## config.mk

```make
export PLATFORM = sky130hd
export DESIGN_NAME = pixel_plot_sink
export DESIGN_NICKNAME = d
export VERILOG_FILES = /design/src/rtl/pixel_plot_sink.sv
export SDC_FILE = /design/constraint.sdc
export NUM_CORES = 1
export LEC_CHECK = 0
export CAP_MARGIN = 15
export CELL_PAD_IN_SITES_DETAIL_PLACEMENT = 1
export CELL_PAD_IN_SITES_GLOBAL_PLACEMENT = 2
export CORE_MARGIN = 5
export CORE_UTILIZATION = 30
export CTS_CLUSTER_SIZE = 8
export DETAILED_ROUTE_END_ITERATION = 10
export PLACE_DENSITY = 0.49
export REMOVE_ABC_BUFFERS = 1
export SLEW_MARGIN = 10
export SYNTH_ARGS = -nofsm -noshare
export SYNTH_HDL_FRONTEND = slang
export SYNTH_SLANG_ARGS = --single-unit
export TNS_END_PERCENT = 50
```

## constraint.sdc

```tcl
create_clock -name clk -period 5.5 [get_ports clk]
set_input_delay 1.1 -clock clk [delete_from_list [all_inputs] [get_ports clk]]
set_output_delay 1.1 -clock clk [all_outputs]
set_load 0.005 [all_outputs]
```

## src/rtl/pixel_plot_sink.sv

```systemverilog
// Pixel-plot stream sink: FIFO-buffers plot requests, range-checks them, converts (x,y) to a linear
// framebuffer address and issues single-pixel writes that hold while fb_stall is high.
// Optional macro PIXEL_SINK_TRANSPARENT_EN: in-range plots with colour TRANSPARENT_KEY are accepted but not written.
module pixel_plot_sink #(
    parameter int          SCREEN_W        = 160,
    parameter int          SCREEN_H        = 120,
    parameter int          FIFO_DEPTH      = 16,
    parameter logic [11:0] TRANSPARENT_KEY = 12'h000
) (
    input  logic        clk,
    input  logic        reset,
    input  logic        plot,
    input  logic [7:0]  x_in,
    input  logic [6:0]  y_in,
    input  logic [11:0] colour_in,
    output logic        ready,
    output logic        empty,
    input  logic        fb_stall,
    output logic        fb_we,
    output logic [14:0] fb_addr,
    output logic [11:0] fb_colour,
    output logic [7:0]  drop_count
);

    localparam int         AW    = $clog2(FIFO_DEPTH);
    localparam logic [8:0] X_LIM = 9'(SCREEN_W);
    localparam logic [7:0] Y_LIM = 8'(SCREEN_H);

`ifdef PIXEL_SINK_TRANSPARENT_EN
    localparam logic KEY_EN = 1'b1;
`else
    localparam logic KEY_EN = 1'b0;
`endif

    typedef struct packed {
        logic [7:0]  x;
        logic [6:0]  y;
        logic [11:0] colour;
    } pix_t;

    typedef enum logic {IDLE, WRITE} state_t;

    pix_t          mem [FIFO_DEPTH];
    logic [AW-1:0] wr_ptr;
    logic [AW-1:0] rd_ptr;
    logic [AW:0]   count;
    state_t        state;
    state_t        state_nxt;
    logic          in_range;
    logic          is_key;
    logic          push;
    logic          pop;
    logic          fifo_nonempty;
    pix_t          head;
    logic [14:0]   head_addr;

    assign in_range      = ({1'b0, x_in} < X_LIM) && ({1'b0, y_in} < Y_LIM);
    assign is_key        = KEY_EN && (colour_in == TRANSPARENT_KEY);
    assign fifo_nonempty = (count != '0);
    // Depth is a power of two and count never exceeds it, so the MSB alone flags "full".
    assign ready         = !count[AW];
    assign push          = plot && ready && in_range && !is_key;
    assign fb_we         = (state == WRITE);
    assign empty         = !fifo_nonempty && !fb_we;

    assign head      = mem[rd_ptr];
    assign head_addr = {8'b0, head.y} * 15'(SCREEN_W) + {7'b0, head.x};

    always_comb begin
        state_nxt = state;
        pop       = 1'b0;
        case (state)
            IDLE: begin
                if (fifo_nonempty) begin
                    pop       = 1'b1;
                    state_nxt = WRITE;
                end
            end
            WRITE: begin
                // A stalled write holds the output; only an acknowledged write frees it for the next entry.
                if (!fb_stall) begin
                    if (fifo_nonempty) begin
                        pop = 1'b1;
                    end else begin
                        state_nxt = IDLE;
                    end
                end
            end
            default: state_nxt = IDLE;
        endcase
    end

    always_ff @(posedge clk) begin
        if (push) begin
            mem[wr_ptr] <= '{x: x_in, y: y_in, colour: colour_in};
        end
    end

    always_ff @(posedge clk or posedge reset) begin
        if (reset) begin
            state      <= IDLE;
            wr_ptr     <= '0;
            rd_ptr     <= '0;
            count      <= '0;
            fb_addr    <= '0;
            fb_colour  <= '0;
            drop_count <= '0;
        end else begin
            state <= state_nxt;
            if (push) begin
                wr_ptr <= wr_ptr + 1'b1;
            end
            if (pop) begin
                rd_ptr    <= rd_ptr + 1'b1;
                fb_addr   <= head_addr;
                fb_colour <= head.colour;
            end
            case ({push, pop})
                2'b10:   count <= count + 1'b1;
                2'b01:   count <= count - 1'b1;
                default: count <= count;
            endcase
            if (plot && (!ready || !in_range) && (drop_count != 8'hFF)) begin
                drop_count <= drop_count + 1'b1;
            end
        end
    end

endmodule

```

==> results.cfg, run 1 <==
[status]
outcome = finished, final reports clean

[power]
comb_power_share_pct = 31.5
powerDensity_nw_per_um2 = 548
p_int_mw = 8.78
power_leakage_nw = 7.49
seqPwrFrac_pct = 37.0
p_sw_mw = 3.77
switching_share_pct = 30.0
vdd_drop_max_mv = 0.214
pwr-share-clk_pct = 31.5

[route]
wire_per_inst_microns = 25.2
num_vias = 8783
first_pass_iters = 5
viasPerCell = 4.67
first_iter_violations = 553
drc = 0
antenna_left = 0
drt-total-wl_microns = 47500

[place]
pre_cts_slack_ps = 895
dpl_cell_area_sq_um = 20900
gp_congestion = 0.684
portBuffers = 68
hpwl_microns = 27600

[cells_and_area]
most-common-layout-cells = 432 x edfxtp_1, 134 x mux4_2, 72 x clkbuf_16
final_layout_size_suffix_gt1_share_pct = 27.9
fillCellCount = 6034
n_antenna_cell = 0
final_common_cell = edfxtp_1
finalNetCount = 1048
area_growth_pct = 21.2
design_area_sq_um = 22900

[synth]
seq_area_frac_synth_pct = 75.2
synth_seq_cells = 481
synth_area_sq_um = 18900
synth_area_per_cell_sq_um = 22.3
yosys_most_used_dff = edfxtp_1
synth_cell_type_count = 40
yosysWarnings = 0
synth_edf_count = 432
netlist_instances = 848
synth_async_sr_flop_share_pct = 10.2

[critical_path]
end_kind = flop
crit_path_start_kind = flop
crit_arrival_ps = 4960
crit_fanout = 35
worstPathRequired_ps = 5950
critPathKind = reg2reg

[sta]
finalCriticalPeriod_ps = 4510
fmax_mhz = 222
tightestPinTransition_ps = 824
slew_violations = 0
finalSetupViolations = 0
rsz0062_at_grt = false
setup_tns_ps = 0
relSlewSlack_pct = 45.0
min_period_over_period_pct = 82.0
layout_setup_ws_ps = 990
skew_ps = 19.8
final_hold_viol_count = 0

[global_route]
antenna_found_initial = 1
grt_start_max_net_pins = 51
grt_pass1_wl_microns = 70600
grt_usage_pct = 14.3
grt_overflow = 0
grt_pass1_vias = 9946

[die]
core_area_sq_um = 62700
die_area_sq_um = 68100
io_pins = 69
die_h_microns = 261
die_w_microns = 261
rows = 92
initial_utilization_pct = 30.1

[clock_network]
cts_made_buffers = 70
cts_resized = 0
h-tree-depth = 3
postCtsSetupBuffers = 0
clkTransAtPathRegs_ps = 50
cts_num_sinks = 481
clock_path_buffers = 3
hold_buffers = 0
cts_tree = yes
clk_latency_ps = 580
clockRootBuffer = clkbuf_16

[min_path]
min-delay-path-class = reg2reg

[job]
drv_cap = 0
## Yosys cell counts (6+ instances only)
library cell	count	area, sq um
edfxtp_1	432	13000
mux4_2	134	3020
dfrtp_1	49	1230
nand2_1	31	116
ha_1	23	288
and2_1	19	119
mux2_2	18	203
xnor2_1	16	140
inv_1	13	48.8
clkbuf_1	11	41.3
o21ai_0	11	55.1
nor2_1	9	33.8
xor2_1	9	78.8
buf_4	7	52.6
buf_1	6	22.5
buf_2	6	30.0
## final timing paths
path | startpoint | endpoint | slack, ps | cells after the start
max | rd_ptr[0] | fb_addr[13] | 990 | 11
min | fb_addr[10] | fb_addr[10] | 470 | 2
max reg2reg | rd_ptr[0] | fb_addr[13] | 990 | 11
min reg2reg | fb_addr[10] | fb_addr[10] | 470 | 2
max in group asynchronous | reset | rd_ptr[0] | 3550 | 3
min in group asynchronous | reset | drop_count[3] | 1010 | 2
## per-layer routing
| metal | routed length [microns] | vias to the layer above | GRT usage, % |
|---|---|---|---|
| li1 | - | 3814 | - |
| met1 | 21200 | 4770 | 19.3 |
| met2 | 23900 | 145 | 24.0 |
| met3 | 1690 | 52 | 2.64 |
| met4 | 718 | 2 | 3.90 |
| met5 | 13 | - | 0 |
## stage by stage
step | utilization (%) | total power, mW | hold slack, ps | std cells
6_report | 36.5 | 12.5 | 466 | 1882
5_1_grt | 36.5 | 13.3 | 498 | 1882
4_1_cts | 36.5 | 12.8 | 472 | 1882
3_5_place_dp | 33.3 | 8.80 | 460 | 1765
3_3_place_gp | 33.3 | 8.80 | 457 | 1765
2_1_floorplan | - | 7.54 | 463 | 813
## flip-flops by register name, indices dropped and copies added (netlist names)
signal and count:
fb_addr 15, drop_count 8, wr_ptr 4, fb_colour 12
count 5, fb_we 1, mem 432, rd_ptr 4
## power by group through the flow
stage	Combinational [mW]	Clock [mW]	Sequential, mW
2_1_floorplan	2.75	0	4.79
3_3_place_gp	4.07	0	4.74
3_5_place_dp	4.06	0	4.74
4_1_cts	4.07	4.10	4.67
5_1_grt	4.37	4.28	4.70
6_report	3.95	3.95	4.65
## critical path, cell delays in order (launching register included)
cell and delay, ps:
dfrtp_4 920, mux4_2 590, mux4_2 590, ha_1 320, ha_1 240, fa_1 420
a211o_1 300, o21ai_0 110, xor2_1 150, nor4_1 230, xnor3_1 260, mux2_2 270
## logic make-up (layout without fill, tap and decap cells)
kind of cell | count (synthesis) | count (layout) | synth area share [%]
flops | 481 | 481 | 75.2
mux | 154 | 154 | 17.2
simple gates | 80 | 80 | 2.10
buf+inv | 50 | 238 | 1.37
compound gates | 31 | 31 | 1.08
fa+ha+maj | 26 | 26 | 1.84
xor+xnor | 26 | 26 | 1.28
## final cells by class
class | instances | area (sq um) | share of cell area, %
clock buffers | 112 | 1960 | 8.57
clock inverters | 5 | 46.3 | 0.202
flip-flops and latches | 481 | 14200 | 62.0
repair buffers | 106 | 1120 | 4.87
multi-input cells | 317 | 4450 | 19.4
well taps | 846 | 1060 | 4.62
inverters | 15 | 56.3 | 0.246
(Power assumes the default switching activity.)
==> inputs of run 2 (changes only) <==
Settings changed: PLACE_DENSITY 0.49 to 0.51.
Clock period 5.5 ns to 3.65 ns, I/O delays scaled along.
==> results.cfg, run 2 (synthesized netlist as in run 1, its figures left out) <==
[status]
outcome = finished, violations left
violations = negative setup slack

[sta]
skew_ps = 23.2
final_hold_viol_count = 0
rsz0062_at_grt = true
fmax_mhz = 266
finalCriticalPeriod_ps = 3760
layout_setup_ws_ps = -113
finalSetupViolations = 3
slew_violations = 0
setup_tns_ps = -260
tightestPinTransition_ps = 734
relSlewSlack_pct = 51.0
min_period_over_period_pct = 103

[global_route]
grt_pass1_wl_microns = 70300
grt_overflow = 0
grt_usage_pct = 14.1
grt_pass1_vias = 10260
antenna_found_initial = 1
grt_start_max_net_pins = 31

[power]
pwr-share-clk_pct = 29.7
vdd_drop_max_mv = 0.504
seqPwrFrac_pct = 33.1
p_sw_mw = 5.97
power_leakage_nw = 7.83
switching_share_pct = 29.2
p_int_mw = 14.4
powerDensity_nw_per_um2 = 863
comb_power_share_pct = 37.3

[die]
die_area_sq_um = 68100
rows = 92
initial_utilization_pct = 30.1
die_w_microns = 261
io_pins = 69
die_h_microns = 261
core_area_sq_um = 62700

[route]
viasPerCell = 4.66
first_pass_iters = 4
num_vias = 9073
wire_per_inst_microns = 24.2
first_iter_violations = 573
drt-total-wl_microns = 47100
antenna_left = 0
drc = 0

[clock_network]
clock_path_buffers = 3
cts_made_buffers = 70
h-tree-depth = 3
clk_latency_ps = 580
cts_num_sinks = 481
cts_tree = yes
clkTransAtPathRegs_ps = 50
clockRootBuffer = clkbuf_16

[cells_and_area]
area_growth_pct = 25.2
most-common-layout-cells = 432 x edfxtp_1, 134 x mux4_2, 74 x clkbuf_16
finalNetCount = 1100
top_register = mem
design_area_sq_um = 23600
stdcell_count = 1945
largest_reg_flops = 432
final_common_cell = edfxtp_1
fillCellCount = 6027
largestRegisters = mem (432), fb_addr (15), fb_colour (12)
n_antenna_cell = 0
final_layout_size_suffix_gt1_share_pct = 31.9

[place]
hpwl_microns = 27900
dpl_cell_area_sq_um = 21400
portBuffers = 68
placed_cells = 1813
gp_congestion = 0.716

[min_path]
min-delay-path-class = reg2reg

[critical_path]
slowest_delay_ps = 540
worst-path-buf-inv = 1
critPathSlowestCell = mux4_2
crit_arrival_ps = 4210
crit_path_start_kind = flop
crit_fanout = 8
crit_family = multiplexers
worstPathRequired_ps = 4100
critPathKind = reg2reg
path_cells = buf_12, mux4_2, mux4_2, ha_4, ha_4, fa_2, a211o_1, o21ai_2, xor2_1, nor4_1, xnor3_1, mux2_4
end_kind = flop

[job]
drv_cap = 0
-- run 2: cell types whose count changed in the layout (fill, tap and decap cells not counted), sizes merged --
cell    delta
clkinv     -1
buf       +52
clkbuf    +13
inv        -1
-- run 2: final cells by class --
cell class | count | area [sq um] | area share [%]
clock buffer | 125 | 2040 | 8.64
clock inverter | 3 | 33.8 | 0.143
inverter | 15 | 56.3 | 0.238
multi-input combinational | 317 | 4530 | 19.1
sequential | 481 | 14200 | 60.1
tap | 846 | 1060 | 4.48
timing repair buffer | 158 | 1720 | 7.28
-- run 2: layer usage --
| layer | wire length [microns] | GRT usage (%) | vias to the layer above |
|---|---|---|---|
| li1 | - | - | 3917 |
| met1 | 21000 | 18.8 | 4926 |
| met2 | 23700 | 23.8 | 162 |
| met3 | 1580 | 2.62 | 66 |
| met4 | 848 | 4.05 | 2 |
| met5 | 13 | 0 | - |
-- run 2: tightest hold or removal path, stage by stage, from the launching register on --
cell	delay, ps
dfrtp_1	340
nand2_1	50
nand2_1	50
-- run 2: through the flow --
stage          util, %  setup slack [ps]  power (mW)  hold slack [ps]
2_1_floorplan        -             -3960        11.2              463
3_3_place_gp      34.2              -359        14.0              456
3_5_place_dp      34.2              -372        14.1              462
4_1_cts           37.7              -208        20.7              473
5_1_grt           37.7              -236        21.6              501
6_report          37.7              -113        20.4              466
-- run 2: worst paths after layout --
| kind | startpoint | to | slack [ps] | cells past startpoint |
|---|---|---|---|---|
| max | rd_ptr[0] | fb_addr[13] | -110 | 12 |
| min | fb_addr[10] | fb_addr[10] | 470 | 2 |
| max reg2reg | rd_ptr[0] | fb_addr[13] | -110 | 12 |
| min reg2reg | fb_addr[10] | fb_addr[10] | 470 | 2 |
| max in group asynchronous | reset | fb_colour[4] | 2400 | 3 |
| min in group asynchronous | reset | fb_addr[14] | 610 | 2 |
-- run 2: timing repair --
action,in CTS,in global routing
setup buffers,3,1
endpoints found under the setup margin,4,4
hold buffers,0,0
resized for setup,17,5
pin swaps,4,2
-- run 2: power groups by stage --
stage / registers, mW / logic (mW) / clock network, mW
2_1_floorplan: 7.20 / 4.03 / 0
3_3_place_gp: 6.88 / 7.17 / 0
3_5_place_dp: 6.89 / 7.18 / 0
4_1_cts: 6.76 / 7.64 / 6.27
5_1_grt: 6.80 / 8.27 / 6.53
6_report: 6.75 / 7.60 / 6.06
